## config.mk

```make
export PLATFORM = sky130hd
export DESIGN_NAME = loop_nest_ctrl
export DESIGN_NICKNAME = d
export VERILOG_FILES = /design/src/rtl/loop_nest_ctrl.sv
export SDC_FILE = /design/constraint.sdc
export NUM_CORES = 1
export LEC_CHECK = 0
export CORE_MARGIN = 5
export CORE_UTILIZATION = 51
export DETAILED_ROUTE_END_ITERATION = 6
export GPL_TIMING_DRIVEN = 0
export HOLD_SLACK_MARGIN = 0.12
export PLACE_DENSITY_LB_ADDON = 0.3
export SYNTH_ARGS = -nofsm -noshare
export SYNTH_HDL_FRONTEND = slang
export SYNTH_SLANG_ARGS = --single-unit
```

## constraint.sdc

```tcl
create_clock -name clk -period 2.88 [get_ports clk]
set_input_delay 0.576 -clock clk [delete_from_list [all_inputs] [get_ports clk]]
set_output_delay 0.576 -clock clk [all_outputs]
set_load 0.005 [all_outputs]
```

## src/rtl/loop_nest_ctrl.sv

```systemverilog
// ============================================================================
// Module  : loop_nest_ctrl
// Brief   : Three-level loop-nest index generator with ready/valid handshake,
//           per-level wrap flags, abort and done/aborted completion status.
// Revision: 1.0 - initial release
// ============================================================================
`default_nettype none

module loop_nest_ctrl #(
  parameter int DW = 8
) (
  input  logic          clk,
  input  logic          rst,
  input  logic          start,
  input  logic          abort,
  input  logic [DW-1:0] max0,
  input  logic [DW-1:0] max1,
  input  logic [DW-1:0] max2,
  output logic          out_valid,
  input  logic          out_ready,
  output logic [DW-1:0] idx0,
  output logic [DW-1:0] idx1,
  output logic [DW-1:0] idx2,
  output logic [2:0]    co,
  output logic          last,
  output logic          busy,
  output logic          done,
  output logic          aborted
);

  typedef enum logic [1:0] {
    S_IDLE = 2'd0,
    S_RUN  = 2'd1,
    S_DONE = 2'd2
  } state_t;

  state_t        r_state;
  logic [DW-1:0] r_bnd0, r_bnd1, r_bnd2;
  logic [DW-1:0] r_idx0, r_idx1, r_idx2;
  logic          r_valid;
  logic          r_busy;
  logic          r_done;
  logic          r_aborted;

  logic          w_beat;
  logic          w_wrap0, w_wrap1;
  logic [2:0]    w_co;

  assign w_beat  = r_valid & out_ready;
  // An index at or above its bound wraps to zero, so the index never overflows.
  assign w_wrap0 = !(r_idx0 < r_bnd0);
  assign w_wrap1 = !(r_idx1 < r_bnd1);

  assign w_co[0] = r_valid & (r_idx0 == r_bnd0);
  assign w_co[1] = w_co[0] & (r_idx1 == r_bnd1);
  assign w_co[2] = w_co[1] & (r_idx2 == r_bnd2);

  always_ff @(posedge clk) begin
    if (rst) begin
      r_state   <= S_IDLE;
      r_bnd0    <= '0;
      r_bnd1    <= '0;
      r_bnd2    <= '0;
      r_idx0    <= '0;
      r_idx1    <= '0;
      r_idx2    <= '0;
      r_valid   <= 1'b0;
      r_busy    <= 1'b0;
      r_done    <= 1'b0;
      r_aborted <= 1'b0;
    end else begin
      case (r_state)
        S_IDLE: begin
          r_done <= 1'b0;
          if (start) begin
            r_bnd0    <= max0;
            r_bnd1    <= max1;
            r_bnd2    <= max2;
            r_idx0    <= '0;
            r_idx1    <= '0;
            r_idx2    <= '0;
            r_valid   <= 1'b1;
            r_busy    <= 1'b1;
            r_aborted <= 1'b0;
            r_state   <= S_RUN;
          end
        end
        S_RUN: begin
          // Abort wins over a simultaneous final beat; any beat advance is dropped.
          if (abort) begin
            r_valid   <= 1'b0;
            r_done    <= 1'b1;
            r_aborted <= 1'b1;
            r_state   <= S_DONE;
          end else if (w_beat && w_co[2]) begin
            r_valid   <= 1'b0;
            r_done    <= 1'b1;
            r_aborted <= 1'b0;
            r_state   <= S_DONE;
          end else if (w_beat) begin
            r_idx0 <= w_wrap0 ? '0 : r_idx0 + 1'b1;
            if (w_wrap0) begin
              r_idx1 <= w_wrap1 ? '0 : r_idx1 + 1'b1;
              if (w_wrap1) begin
                r_idx2 <= (r_idx2 < r_bnd2) ? r_idx2 + 1'b1 : '0;
              end
            end
          end
        end
        S_DONE: begin
          r_done  <= 1'b0;
          r_busy  <= 1'b0;
          r_state <= S_IDLE;
        end
        default: begin
          r_valid <= 1'b0;
          r_busy  <= 1'b0;
          r_done  <= 1'b0;
          r_state <= S_IDLE;
        end
      endcase
    end
  end

  assign out_valid = r_valid;
  assign idx0      = r_idx0;
  assign idx1      = r_idx1;
  assign idx2      = r_idx2;
  assign co        = w_co;
  assign last      = w_co[2];
  assign busy      = r_busy;
  assign done      = r_done;
  assign aborted   = r_aborted;

endmodule

`default_nettype wire
```

==> summary.txt, run 1 <==
Status
  – Outcome: completed

Clock network
  – Clk sink count: 54
  – CTS tree: built
  – CTS Hold Buffers Added: 0
  – Clock Pin Slew Worst Setup and Hold Paths: 0.09 ns
  – Clock latency on the worst-skew pair: 0.31 ns
  – H-Tree Depth: 2
  – Root Buffer: clkbuf_8
  – Worst-case clock buffer depth: 2
  – CTS buffer count: 5

Logic synthesis
  – Post-synth top area share: 37.9%
  – Yosys top cell by area: dfxtp_1
  – Top cells by area, synth: dfxtp_1 38%, ha_1 12%, nand2_1 8.0%
  – Sequential-to-total area share from yosys stat: 37.9%
  – Cell variety after synth: 38
  – Asr flop ratio synth: 0%
  – Ys Warns: 0
  – Post-synthesis cell count: 358
  – Yosys reg bits: 54
  – Avg Inst Size Synth: 7.97 um^2
  – Post-Syn Area: 2850 um^2
  – EDFF count, synth: 0
  – Primary FF master, synth: dfxtp_1
  – Syn nets: 414

Floorplan
  – Ports: 61
  – Row count: 27
  – Horiz. Die Dim: 84.8 um
  – Starting density of the core: 52.1%
  – Die area: 7190 um^2
  – Core Footprint: 5470 um^2
  – Die Y: 84.8 um

Route
  – Wire per inst: 15.0 um
  – Post-DRT Antenna Nets: 0
  – First drt pass iteration count: 5
  – DRC: 0
  – Total Wirelength: 7.57 mm
  – Initial DRC count: 130
  – Vias per cell: 5.60
  – Via count: 2,833

Timing
  – Worst-Margin Slew: 0.567 ns
  – Final setup viols: 0
  – Fmax: 360 MHz
  – Max-slew violation count: 0
  – Min Hold Slack: 0.461 ns
  – Post-layout min period: 2.78 ns
  – Post-route clock period utilization: 96.4%
  – Max-Slew Margin vs Limit: 62.2%
  – Post-route setup slack: 0.105 ns
  – Setup TNS: 0 ns
  – Final hold vios: 0
  – Final setup skew: 0.00710 ns

Cells and area
  – ANT cells: 0
  – Share of layout cells above drive strength 1: 8.99%
  – Final core occ: 68.6%
  – Final net count: 490
  – Area growth syn-to-layout: 31.7%

Global route
  – Gr usage total: 21.3%
  – First-pass GRT wire length: 12.5 mm
  – Total grt overflow: 0
  – Initial antenna violation count: 0
  – Largest net degree at the start of global routing: 15
  – Vias in the first global route: 2,692

Power and ir drop
  – Overall Power: 1.51 mW
  – Cell Pwr Density: 402 nW/um^2
  – Leakage: 1.43 nW
  – Worst vdd ir: 257 uV

Place
  – Dpl ws: -0.0192 ns
  – DP Wirelength: 5.68 mm
  – Routability cong.: 0.859
  – Port Buf Inserts: 60

Worst setup path
  – Arrival time of the worst setup path: 2.20 ns
  – CP max FO: 3
  – Startpoint Class: flip-flop
  – CP endpoint kind: output pin
  – Critical path type: reg2out
  – WP data required: 2.30 ns

Run
  – Max-Cap Viols: 0

Min path
  – Class of the worst hold path: reg2reg
-- cells in the mapped netlist, types with 4 or more instances --
cell type,number
nand2_1,61
dfxtp_1,54
a21oi_1,45
inv_1,34
ha_1,27
nor2_1,16
clkbuf_1,12
or3_1,12
nand3_1,10
nand4_1,10
a211oi_1,8
xor2_1,7
o21ai_0,6
nand2b_1,5
nand4b_1,5
o32ai_1,5
nor2b_1,4
nor3_1,4
o211ai_1,4
o31ai_1,4
-- per-stage QoR --
step,instances,cell area [um^2]
floorplan,358,2850
global placement,490,3540
detailed placement,490,3540
CTS,502,3700
global route,506,3760
finish,506,3760
-- power by group --
part,switching (mW),leakage (nW),internal (mW)
clock network,0.236,0.0383,0.168
registers,0.0193,0.446,0.776
logic,0.172,0.950,0.139
-- area by class of cell --
type / instances / area (um^2)
tap: 72 / 90.1
fill: 475 / 1720
sequential: 54 / 1100
timing repair buffer: 69 / 676
buffer: 15 / 62.6
clock buffer: 7 / 76.3
inverter: 34 / 128
multi-input combinational: 255 / 1630
-- registers in the layout, summed over array words and instances, names as in the netlist --
signal	count
idx2	8
out_valid	1
r_bnd2	8
idx1	8
done	1
busy	1
r_bnd1	8
aborted	1
r_bnd0	8
r_state	2
idx0	8
-- what timing repair did --
item                       4_1_cts  5_1_grt
resized for setup               12       11
buffers inserted                 5        4
setup endpoints to repair        2        4
gates cloned                     0        0
pin swaps                        6        4
-- logic make-up (layout without fill, tap and decap cells) --
group	after synthesis	after routing	share of synthesized area [%]
flip-flops	54	54	37.9
buffers and inverters	49	125	6.67
AND/OR/NAND/NOR	137	137	23.2
XOR/XNOR	7	7	2.15
AO/OA/AOI/OAI	84	84	18.2
adder cells (fa/ha/maj)	27	27	11.8
-- routing by layer --
layer  vias to the layer above  wire length, um  part of all wire, %  global-route usage [%]
li1                       1400                -                    -                       -
met1                      1321             3260                   43                    26.1
met2                        92             3690                   49                    36.3
met3                        20              434                  5.7                    5.10
met4                         0              189                  2.5                    7.34
met5                         -                0                    0                       0
-- worst max-delay path, cell delays in order (launching register included) --
cell	delay [ns]
dfxtp_2	0.34
inv_1	0.06
ha_4	0.27
nand4_1	0.13
or3_4	0.40
buf_4	0.15
inv_1	0.05
clkdlybuf4s50_1	0.49
-- worst paths after layout --
kind	startpoint	to	slack, ns	cells after the start
max	r_bnd0[7]	co[0]	0.10	7
min	r_bnd2[5]	r_bnd2[5]	0.46	2
max reg2reg	r_bnd1[6]	idx0[2]	0.27	10
min reg2reg	r_bnd2[5]	r_bnd2[5]	0.46	2
-- layout by cell type, fill, tap and decap left out, types with 4 or more instances in the layout --
cell / n
nand4b_1: 5
nand4_1: 10
dfxtp_2: 13
nor2_1: 16
clkdlybuf4s50_1: 57
buf_4: 10
clkbuf_1: 14
or3_1: 11
nand2_1: 61
o31ai_1: 4
nand3_1: 10
o211ai_1: 4
inv_1: 34
o32ai_1: 5
dfxtp_1: 41
clkbuf_8: 5
a211oi_1: 8
nor2b_1: 4
o21ai_0: 6
a21oi_1: 45
nand2b_1: 5
ha_1: 25
xor2_1: 7
(Power assumes the default switching activity.)
==> run 2: changes to the inputs <==
Settings changed: HOLD_SLACK_MARGIN 0.12 to default.
==> results of run 2 <==
Same layout as run 1: the final DEF is identical, and so are final timing and power.
==> run 3: changes to the inputs <==
Settings changed: ABC_AREA from default to 0.
==> results of run 3 <==
Same layout as run 1: the final DEF is identical, and so are final timing and power.
